<file path="src/rtl/audio_pkg.sv">
`default_nettype none
// ============================================================================
// Module      : audio_pkg
// Description : Shared definitions for the audio tone feeder: controller
//               state encoding, default square-wave amplitude, crash-effect
//               sweep constants and the 16-entry melody half-period table.
// Config      : AUDIO_CRASH_SFX_EN - when defined, the CRASH state exists and
//               a game_over rising edge plays the descending crash sweep.
// Revision    : 1.0 - initial release
// ============================================================================
package audio_pkg;

  // Controller states. Without the crash effect the CRASH encoding is unused.
`ifdef AUDIO_CRASH_SFX_EN
  typedef enum logic [1:0] {
    ST_IDLE  = 2'd0,
    ST_PLAY  = 2'd1,
    ST_CRASH = 2'd2,
    ST_DONE  = 2'd3
  } state_e;

  // Destination of a game_over rising edge.
  localparam state_e GAME_OVER_STATE = ST_CRASH;
`else
  typedef enum logic [1:0] {
    ST_IDLE  = 2'd0,
    ST_PLAY  = 2'd1,
    ST_DONE  = 2'd3
  } state_e;

  localparam state_e GAME_OVER_STATE = ST_DONE;
`endif

  // Square-wave magnitude, 28-bit two's complement.
  localparam logic [27:0] DEFAULT_AMPLITUDE = 28'h0400000;

  // Crash sweep: starting half-period and how many samples each step lasts.
  localparam logic [7:0] CRASH_START_HP   = 8'd20;
  localparam int         CRASH_STEP       = 256;
  localparam int         CRASH_STEP_SHIFT = $clog2(CRASH_STEP);

  // Melody half-periods in samples, listed from entry 15 down to entry 0.
  // A half-period of 0 is a rest.
  localparam logic [15:0][7:0] MELODY_HP = {
    8'd44,  // 15
    8'd41,  // 14
    8'd37,  // 13
    8'd41,  // 12
    8'd0,   // 11 rest
    8'd49,  // 10
    8'd55,  //  9
    8'd62,  //  8
    8'd55,  //  7
    8'd49,  //  6
    8'd44,  //  5
    8'd41,  //  4
    8'd0,   //  3 rest
    8'd44,  //  2
    8'd49,  //  1 B4
    8'd55   //  0 A4
  };

endpackage : audio_pkg
`default_nettype wire

</file>
<file path="src/rtl/note_rom.sv">
`default_nettype none
// ============================================================================
// Module      : note_rom
// Description : Combinational melody lookup. Maps a 4-bit note index to the
//               square-wave half-period (in samples) for that note.
// Ports       : idx         - melody note index (0..15)
//               half_period - half-period in samples, 0 means rest
// Revision    : 1.0 - initial release
// ============================================================================
module note_rom
  import audio_pkg::*;
(
  input  logic [3:0] idx,
  output logic [7:0] half_period
);

  always_comb begin
    half_period = MELODY_HP[idx];
  end

endmodule : note_rom
`default_nettype wire

</file>
<file path="src/rtl/audio_tone_feeder.sv">
`default_nettype none
// ============================================================================
// Module      : audio_tone_feeder
// Description : Sample source for audio_codec. Plays a looping 16-note
//               square-wave melody while enabled and, optionally, a
//               descending crash sweep on a game_over rising edge. All
//               timing is counted in written samples, paced by write_ready.
// Config      : AUDIO_CRASH_SFX_EN - builds the CRASH state. When undefined,
//               a game_over rising edge goes straight to DONE (silence).
// Ports       : clk             - system clock (shared with audio_codec)
//               resetn          - asynchronous active-low reset
//               enable          - music on/off level
//               game_over       - game-over level
//               write_ready     - codec FIFO has room
//               write           - one-cycle sample-write strobe
//               writedata_left  - left sample, held between strobes
//               writedata_right - right sample, equal to left
//               note_idx        - current melody index
//               playing         - high while in PLAY or CRASH
// Revision    : 1.0 - initial release
// ============================================================================
module audio_tone_feeder
  import audio_pkg::*;
#(
  parameter logic [27:0] AMPLITUDE = DEFAULT_AMPLITUDE,
  parameter int          NOTE_LEN  = 12000,
  parameter int          CRASH_LEN = 8192
) (
  input  logic        clk,
  input  logic        resetn,
  input  logic        enable,
  input  logic        game_over,
  input  logic        write_ready,
  output logic        write,
  output logic [27:0] writedata_left,
  output logic [27:0] writedata_right,
  output logic [3:0]  note_idx,
  output logic        playing
);

  // --------------------------------------------------------------------------
  // State and datapath registers
  // --------------------------------------------------------------------------
  state_e      state_q, state_d;
  logic        go_q, go_d;            // registered game_over
  logic        go_prev_q, go_prev_d;  // previous registered game_over
  logic [1:0]  cool_q, cool_d;        // strobe cooldown
  logic [7:0]  phase_q, phase_d;
  logic        pol_q, pol_d;
  logic [15:0] cnt_q, cnt_d;          // samples in current note / crash
  logic [3:0]  note_q, note_d;
  logic        write_q, write_d;
  logic [27:0] data_q, data_d;
  logic        playing_q, playing_d;

  // --------------------------------------------------------------------------
  // Combinational helpers
  // --------------------------------------------------------------------------
  logic        go_rise;
  logic        issue;
  logic        tone_active;
  logic [7:0]  rom_hp;
  logic [7:0]  hp;
  logic [15:0] cnt_last;
  logic        cnt_at_last;
  logic [27:0] sample;

  note_rom u_note_rom (
    .idx         (note_q),
    .half_period (rom_hp)
  );

  assign go_rise = go_q & ~go_prev_q;

  // A new strobe may be issued only once the two cooldown cycles following
  // the previous strobe have elapsed.
  assign issue = write_ready & (cool_q == 2'd0);

`ifdef AUDIO_CRASH_SFX_EN
  logic [7:0] crash_hp;

  // Sweep pitch downward: one extra sample of half-period per step interval.
  assign crash_hp    = CRASH_START_HP + 8'(cnt_q >> CRASH_STEP_SHIFT);
  assign tone_active = (state_q == ST_PLAY) | (state_q == ST_CRASH);
  assign hp          = (state_q == ST_CRASH) ? crash_hp : rom_hp;
`else
  assign tone_active = (state_q == ST_PLAY);
  assign hp          = rom_hp;
`endif

  // The shared sample counter terminates at the note length while playing
  // and at the crash length otherwise; it only advances in tone states.
  assign cnt_last    = (state_q == ST_PLAY) ? 16'(NOTE_LEN - 1) : 16'(CRASH_LEN - 1);
  assign cnt_at_last = (cnt_q == cnt_last);

  always_comb begin
    sample = 28'd0;
    if (tone_active && (hp != 8'd0)) begin
      sample = pol_q ? AMPLITUDE : (~AMPLITUDE + 28'd1);
    end
  end

  // --------------------------------------------------------------------------
  // Next-state logic
  // --------------------------------------------------------------------------
  always_comb begin
    state_d = state_q;
    case (state_q)
      ST_IDLE: begin
        if (go_rise)     state_d = GAME_OVER_STATE;
        else if (enable) state_d = ST_PLAY;
      end
      ST_PLAY: begin
        if (go_rise)      state_d = GAME_OVER_STATE;
        else if (!enable) state_d = ST_IDLE;
      end
`ifdef AUDIO_CRASH_SFX_EN
      ST_CRASH: begin
        if (issue && cnt_at_last) state_d = ST_DONE;
      end
`endif
      ST_DONE: begin
        if (!go_q) state_d = ST_IDLE;
      end
      default: state_d = ST_IDLE;
    endcase
  end

  // --------------------------------------------------------------------------
  // Counters: advance only on an issued sample, clear on any state change so
  // every state is entered from note 0 / phase 0.
  // --------------------------------------------------------------------------
  always_comb begin
    phase_d = phase_q;
    pol_d   = pol_q;
    cnt_d   = cnt_q;
    note_d  = note_q;
    if (state_d != state_q) begin
      phase_d = 8'd0;
      pol_d   = 1'b0;
      cnt_d   = 16'd0;
      note_d  = 4'd0;
    end else if (issue && tone_active) begin
      if ((state_q == ST_PLAY) && cnt_at_last) begin
        cnt_d   = 16'd0;
        note_d  = note_q + 4'd1;
        phase_d = 8'd0;
        pol_d   = 1'b0;
      end else begin
        cnt_d = cnt_q + 16'd1;
        // A rest holds phase and polarity.
        if (hp != 8'd0) begin
          if (phase_q == (hp - 8'd1)) begin
            phase_d = 8'd0;
            pol_d   = ~pol_q;
          end else begin
            phase_d = phase_q + 8'd1;
          end
        end
      end
    end
  end

  // --------------------------------------------------------------------------
  // Handshake, edge detect and registered outputs
  // --------------------------------------------------------------------------
  always_comb begin
    go_d      = game_over;
    go_prev_d = go_q;
    write_d   = issue;
    data_d    = issue ? sample : data_q;
    if (issue)                cool_d = 2'd2;
    else if (cool_q != 2'd0)  cool_d = cool_q - 2'd1;
    else                      cool_d = 2'd0;
`ifdef AUDIO_CRASH_SFX_EN
    playing_d = (state_d == ST_PLAY) | (state_d == ST_CRASH);
`else
    playing_d = (state_d == ST_PLAY);
`endif
  end

  always_ff @(posedge clk or negedge resetn) begin
    if (!resetn) begin
      state_q   <= ST_IDLE;
      go_q      <= 1'b0;
      go_prev_q <= 1'b0;
      cool_q    <= 2'd0;
      phase_q   <= 8'd0;
      pol_q     <= 1'b0;
      cnt_q     <= 16'd0;
      note_q    <= 4'd0;
      write_q   <= 1'b0;
      data_q    <= 28'd0;
      playing_q <= 1'b0;
    end else begin
      state_q   <= state_d;
      go_q      <= go_d;
      go_prev_q <= go_prev_d;
      cool_q    <= cool_d;
      phase_q   <= phase_d;
      pol_q     <= pol_d;
      cnt_q     <= cnt_d;
      note_q    <= note_d;
      write_q   <= write_d;
      data_q    <= data_d;
      playing_q <= playing_d;
    end
  end

  assign write           = write_q;
  assign writedata_left  = data_q;
  assign writedata_right = data_q;
  assign note_idx        = note_q;
  assign playing         = playing_q;

endmodule : audio_tone_feeder
`default_nettype wire

</file>
<file path="config.mk">
export PLATFORM = sky130hd
export DESIGN_NAME = audio_tone_feeder
export DESIGN_NICKNAME = d
export VERILOG_FILES = /design/src/rtl/audio_pkg.sv /design/src/rtl/note_rom.sv /design/src/rtl/audio_tone_feeder.sv
export SDC_FILE = /design/constraint.sdc
export NUM_CORES = 1
export LEC_CHECK = 0
export ABC_AREA = 1
export CAP_MARGIN = 5
export CORE_ASPECT_RATIO = 1.25
export CORE_MARGIN = 2
export CORE_UTILIZATION = 50
export DETAILED_ROUTE_END_ITERATION = 8
export GPL_ROUTABILITY_DRIVEN = 0
export PLACE_DENSITY_LB_ADDON = 0.1
export SLEW_MARGIN = 20
export SYNTH_ARGS = -nofsm -noshare
export SYNTH_HDL_FRONTEND = slang
export SYNTH_SLANG_ARGS = --single-unit
</file>
<file path="constraint.sdc">
create_clock -name clk -period 4 [get_ports clk]
set_input_delay 0.8 -clock clk [delete_from_list [all_inputs] [get_ports clk]]
set_output_delay 0.8 -clock clk [all_outputs]
set_load 0.005 [all_outputs]
</file>
==> results.md, run 1 <==
- Total power: 1.23 mW
- Synth Cell Area: between 2000 and 3000 µm²
- CTS tree: yes
- Core area: about 5700 µm²
- RSZ-0062 raised after global routing: false
- Worst r2r src: note_idx[1]
- Port Buffers: 22
- DIE AREA: about 6500 µm²
- Pwr Density: 400 nW/µm²
- DP Worst Slack: 1.05 ns
- Clk pwr share: 27.5%
- GR Overflow Total: 0
- NetSw: 0.415 mW
- Placed Instance Area: 2960 µm²
- Fmax: 0.380 GHz
- Final instance area: 3080 µm²
- Via/cell ratio: 4.79
- Worst Setup SP: write_ready
- Post-CTS Setup Bufs: 0
- Post-layout util: between 50% and 60%
- H-tree Lvls: 2
- Vias in the first global route: 2073
- Row count: 31
- Comb power frac: 33.5%
- CTS Buffer Depth: 2
- Sequential area share after synthesis: 33.2%
- Largest net degree at the start of global routing: 40
- First DRT Iteration DRCs: 111
- IO Count: 67
- Fin crit share: 65.7%
- Synthesis-stage register bit count: 39
- TritonRoute pass-1 iters: 4
- Global-route wire length before repair: 8910 µm
- Power Internal: 0.819 mW
- Commonest non-fill, non-tap cell in the layout: nand2_1
- Final HPWL DP: 4070 µm
- # DRC: 0
- Setup_tns: 0 ns
- Initial cell density of the core: 51.3%
- Distinct cell type count after synthesis: 36
- CP Capture Type: flip-flop
- Root Buffer: clkbuf_8
- Clk sinks: 39
- Outcome: finished clean
- Most frequent cells in the layout: nand2_1 (90), inv_1 (50), conb_1 (44), dfrtp_1 (39), nand3_1 (36)
- Clk Latency, worst-skew pair: roughly 0.29 ns
- Worst EP required: 4.17 ns
- Peak supply drop: 0.000235 V
- HP Start: go_prev_d
- Endpoints failing hold: 0
- Post-Route WL: between 5000 and 6000 µm
- Post-cts repair resize count: 0
- Lkg Pwr: approximately 1.6 nW
- Post-DRT Antenna Nets: 0
- Avg Inst Size Synth: around 7.4 µm²
- Max-cap viol count: 0
- Sequential Power Share: 39.0%
- Die width: 72.6 µm
- Final Setup Violations: 0
- Worst setup SP type: input pin
- Layout Nets: 429
- Clock slew at reported path FFs: 0.08 ns
- Wire per inst: approximately 11 µm
- Layout Skew: roughly 0.0076 ns
- N_diodes: 0
- Minimum clock period: 2.63 ns
- Die Y: 89.8 µm
- Total CTS buffers: 5
- Layout cells sized above 1: roughly 8.0%
- Hold_buf cts: 0
- Ys Warns: 0
- Slew Viols, Final: 0
- Switch share: between 30% and 40%
- Final setup margin: approximately 1.4 ns
- Crit path kind: input pin to flip-flop
- Arr. time, crit path: 2.80 ns
- Vias: 2294
- Initial antenna violation count: 0
- Area delta synth->final: 4.72%
- Min-Delay Path Class: flip-flop to flip-flop
- Slew @ Worst Pin: 0.850 ns
- Max-slew headroom: 43.3%
- Tot GR Track Use: 17.0%
- Worst Path Max Fanout: 16
- Post-synthesis cell count: 398
-- path summary, 6_finish.rpt --
kind / end / slack, ns / cells after the start
worst min register to register: go_prev_q / 0.38 / 0
worst max register to register: phase_q[3] / 1.45 / 13
worst max-delay path: note_idx[3] / 1.37 / 10
max in group asynchronous: cnt_q[3] / 2.86 / 1
worst min-delay path: go_prev_q / 0.38 / 0
min in group asynchronous: cnt_q[15] / 0.61 / 1
-- Yosys cell counts, drive strengths merged --
| master | number | share of area [%] |
|---|---|---|
| o22ai | 1 | 0.21 |
| dfrtp | 39 | 33 |
| ha | 12 | 5.1 |
| o21ai | 17 | 3.1 |
| inv | 54 | 6.9 |
| nor3 | 8 | 1.5 |
| a21o | 1 | 0.26 |
| nand2 | 98 | 13 |
| a21oi | 16 | 2.7 |
| conb | 1 | 0.13 |
| a211oi | 1 | 0.43 |
| nand4 | 4 | 0.85 |
| a31oi | 2 | 0.43 |
| xnor2 | 1 | 0.30 |
| nor2 | 29 | 4.4 |
| xor2 | 9 | 2.7 |
| or2 | 1 | 0.21 |
| nand3 | 40 | 7.7 |
| o21bai | 1 | 0.26 |
| a32o | 1 | 0.34 |
| o21a | 2 | 0.51 |
| a21boi | 1 | 0.26 |
| buf | 58 | 15 |
| nand3b | 1 | 0.26 |
-- kinds of logic (layout without fill, tap and decap cells) --
kind of cell,count (synthesis),in the layout,share of synthesized area (%)
and+or+nand+nor,181,181,28.3
buffers and inverters,112,84,21.8
AOI/OAI and AO/OA,43,43,8.55
DFF,39,39,33.2
adders and majority gates,12,12,5.10
xor gates and xnor gates,10,10,2.98
other,1,44,0.127
-- state kept, by name, summed over array words and instances (netlist names) --
signal          count
cnt_q              16
phase_q             8
note_idx            4
cool_q              2
state_q             2
writedata_left      2
go_prev_d           1
go_prev_q           1
playing             1
pol_q               1
write               1
-- through the flow --
stage          hold WS, ns  instances
6_report             0.382        479
5_1_grt              0.395        479
4_1_cts              0.387        479
3_5_place_dp         0.369        471
3_3_place_gp         0.367        471
2_1_floorplan        0.354        441
-- routing by layer --
layer | GRT usage, % | vias to the layer above | routed length (µm)
met1 | 20.6 | 1054 | 2370
met4 | 6.33 | 0 | 72
met5 | 0 | - | 0
met2 | 29.4 | 46 | 2750
met3 | 3.03 | 8 | 144
li1 | - | 1186 | -
-- power by group through the flow --
| stage | Clock, mW | Sequential (mW) | Combinational, mW |
|---|---|---|---|
| after CTS | 0.348 | 0.482 | 0.419 |
| after global placement | 0 | 0.488 | 0.412 |
| final | 0.339 | 0.481 | 0.413 |
| after detailed placement | 0 | 0.489 | 0.417 |
| after floorplan | 0 | 0.480 | 0.329 |
| after global routing | 0.364 | 0.489 | 0.469 |
-- critical path, cell delays in order --
cell             delay [ns]
clkdlybuf4s50_1        0.45
nand3_1                0.17
nor2_2                 0.22
inv_1                  0.07
nand3_2                0.24
nand2_2                0.20
inv_1                  0.28
nand3_1                0.14
o21ai_0                0.17
a21oi_1                0.06
-- cell type report --
class	instances	area [µm²]
Clock buffer	6	82.6
Clock inverter	2	35.0
Fill cell	573	2660
Inverter	54	203
Multi-Input combinational cell	290	1490
Sequential cell	39	976
Tap cell	66	82.6
Timing Repair Buffer	22	215
(Power assumes the default switching activity.)
==> run 2, diff against run 1 <==
--- a/config.mk
+++ b/config.mk
@@ -9,7 +9,7 @@
 export CAP_MARGIN = 5
 export CORE_ASPECT_RATIO = 1.25
 export CORE_MARGIN = 2
-export CORE_UTILIZATION = 50
+export CORE_UTILIZATION = 46
 export DETAILED_ROUTE_END_ITERATION = 8
 export GPL_ROUTABILITY_DRIVEN = 0
 export PLACE_DENSITY_LB_ADDON = 0.1
==> constraint.sdc (replaced) <==
create_clock -name clk -period 2.35 [get_ports clk]
set_input_delay 0.47 -clock clk [delete_from_list [all_inputs] [get_ports clk]]
set_output_delay 0.47 -clock clk [all_outputs]
set_load 0.005 [all_outputs]
==> results.md, run 2 (synthesis gave the netlist of run 1 again) <==
- # DRC: 0 (unchanged)
- CTS tree: yes (unchanged)
- Clk sinks: 39 (unchanged)
- Largest net degree at the start of global routing: 25 (was 40)
- Crit path kind: flip-flop to flip-flop (was input pin to flip-flop)
- Final setup margin: 0.271 ns (was 1.37 ns)
- Setup_tns: 0 ns (unchanged)
- Clk pwr share: 24.9% (was 27.5%)
- Layout Nets: 441 (was 429)
- Post-Route WL: 5430 µm (was 5330 µm)
- Total power: 2.11 mW (was 1.23 mW)
- Post-cts repair resize count: 0 (unchanged)
- Fmax: around 0.48 GHz
- Pwr Density: 659 nW/µm² (was 400 nW/µm²)
- Post-layout util: 52.0% (was 53.7%)
- Crit-path cells: ha_2, inv_1, ha_1, o21ai_4, inv_1, nor2_2, nand3_2, nand2_1, nand2_1, nor2_2, nand3_2, nand2_4, nand2_1, nand2_1, nand2_1 (was clkdlybuf4s50_1, nand3_1, nor2_2, inv_1, nand3_2, nand2_2, inv_1, nand3_1, o21ai_0, a21oi_1)
- Worst EP required: 2.53 ns (was 4.17 ns)
- Finished Layout Cells: 509 (was 479)
- R2R cell count: 15 (was 13)
- Largest register FFs: 16 (unchanged)
- N_diodes: 0 (unchanged)
- Slew Viols, Final: 0 (unchanged)
- Fin crit share: 88.5%
- Port Buffers: 22 (unchanged)
- Commonest non-fill, non-tap cell in the layout: nand2_1 (unchanged)
- Worst path max stage delay: 0.38 ns (was 0.45 ns)
- Placed Instance Area: 3080 µm² (was 2960 µm²)
- NetSw: 0.703 mW (was 0.415 mW)
- Clk Latency, worst-skew pair: 0.29 ns (about the same)
- Worst r2r src: note_idx[0] (was note_idx[1])
- Core area: 6170 µm² (was 5740 µm²)
- Worst Path Max Fanout: 10 (was 16)
- Post-Place Cells: 502 (was 471)
- Hold_buf cts: 0 (unchanged)
- Top delay family on crit path: simple AND/OR/NAND/NOR gates (unchanged)
- Top reg by flops: cnt_q (unchanged)
- Max-cap viol count: 0 (unchanged)
- CP Capture Type: flip-flop (unchanged)
- Vias in the first global route: 2045 (was 2073)
- Comb power frac: 37.2% (was 33.5%)
- GR Overflow Total: 0 (unchanged)
- Final Setup Violations: 0 (unchanged)
- Fill count: 654 (was 573)
- Minimum clock period: 2.08 ns
- Worst reg2reg endpoint: pol_q (was phase_q[3])
- DIE AREA: 7060 µm² (was 6520 µm²)
- IO Count: 67 (unchanged)
- Post-DRT Antenna Nets: 0 (unchanged)
- Most frequent cells in the layout: nand2_1 (90), inv_1 (48), conb_1 (44), dfrtp_1 (39), nand3_1 (34) (was nand2_1 (90), inv_1 (50), conb_1 (44), dfrtp_1 (39), nand3_1 (36))
- Worst setup SP type: flip-flop (was input pin)
- Final HPWL DP: 4260 µm (was 4070 µm)
- Initial antenna violation count: 0 (unchanged)
- CP max-delay cell: dfrtp_1 (was clkdlybuf4s50_1)
- Setup slack, reg-to-reg: 0.27 ns (was 1.45 ns)
- Vias: 2289 (was 2294)
- Row count: 32 (was 31)
- CTS Buffer Depth: 2 (unchanged)
- Tot GR Track Use: 16.5% (was 17.0%)
- Die width: 75.5 µm (was 72.6 µm)
- Lkg Pwr: 1.63 nW (was 1.57 nW)
- Power Internal: 1.41 mW (was 0.819 mW)
- Final instance area: 3210 µm² (was 3080 µm²)
- Peak supply drop: 0.000412 V (was 0.000235 V)
- Layout Skew: 0.00630 ns (was 0.00759 ns)
- Sequential Power Share: 37.9% (was 39.0%)
- Worst path bufs/invs: 2 (was 3)
- Total CTS buffers: 5 (unchanged)
- Outcome: finished clean (unchanged)
- Layout cells sized above 1: 11.6% (was 7.99%)
- Switch share: 33.2% (was 33.6%)
- Post-CTS Setup Bufs: 0 (unchanged)
- Most common cell type on the critical path: nand2_1
- Area delta synth->final: 9.01% (was 4.72%)
- Clock slew at reported path FFs: 0.07 ns (was 0.08 ns)
- TritonRoute pass-1 iters: 4 (unchanged)
- Initial cell density of the core: 47.7% (was 51.3%)
- First DRT Iteration DRCs: 55 (was 111)
- Global-route wire length before repair: 9030 µm (was 8910 µm)
- Root Buffer: clkbuf_8 (unchanged)
- Arr. time, crit path: 2.26 ns (was 2.80 ns)
- Wire per inst: 10.7 µm (was 11.1 µm)
- Min-Delay Path Class: input pin to async pin (was flip-flop to flip-flop)
- Die Y: 93.4 µm (was 89.8 µm)
- Endpoints failing hold: 0 (unchanged)
- H-tree Lvls: 2 (unchanged)
- Via/cell ratio: 4.50 (was 4.79)
- DP Worst Slack: 0.182 ns (was 1.05 ns)
- Hold_ws: 0.0814 ns (was 0.382 ns)
run 2: changes by cell type in the layout (fill, tap and decap cells not counted), sizes merged:
cell	change
buf	+12
clkinv	-1
run 2: power by group through the flow:
stage | clock (mW) | combinational [mW] | sequential (mW)
global placement | 0 | 0.779 | 0.813
detailed placement | 0 | 0.783 | 0.814
CTS | 0.553 | 0.786 | 0.801
floorplan | 0 | 0.560 | 0.818
global route | 0.578 | 0.893 | 0.813
finish | 0.527 | 0.786 | 0.802
run 2: worst max-delay path by stage:
stage	start	to	slack [ns]	cells after the start
2_1_floorplan	note_idx[1]	pol_q	0.29	16
3_3_place_gp	note_idx[1]	pol_q	0.18	16
4_1_cts	note_idx[1]	pol_q	0.17	16
5_1_grt	note_idx[1]	pol_q	-0.002	15
6_report	note_idx[0]	pol_q	0.27	15
3_5_place_dp	note_idx[1]	phase_q[3]	0.18	13
run 2: layout make-up:
class / instances / area (µm²) / area share (%)
inverters: 54 / 203 / 6.32
clock inverters: 1 / 30.0 / 0.936
flip-flops and latches: 39 / 976 / 30.4
well taps: 85 / 106 / 3.32
clock buffers: 6 / 72.6 / 2.26
repair buffers: 34 / 305 / 9.52
multi-input cells: 290 / 1520 / 47.2
run 2: per-layer routing:
| layer | part of all wire (%) | wire (µm) | track usage [%] |
|---|---|---|---|
| met2 | 51 | 2790 | 27.6 |
| met3 | 2.6 | 143 | 3.45 |
| met5 | 0 | 0 | 0 |
| met4 | 1.3 | 70 | 5.70 |
| met1 | 45 | 2430 | 20.8 |
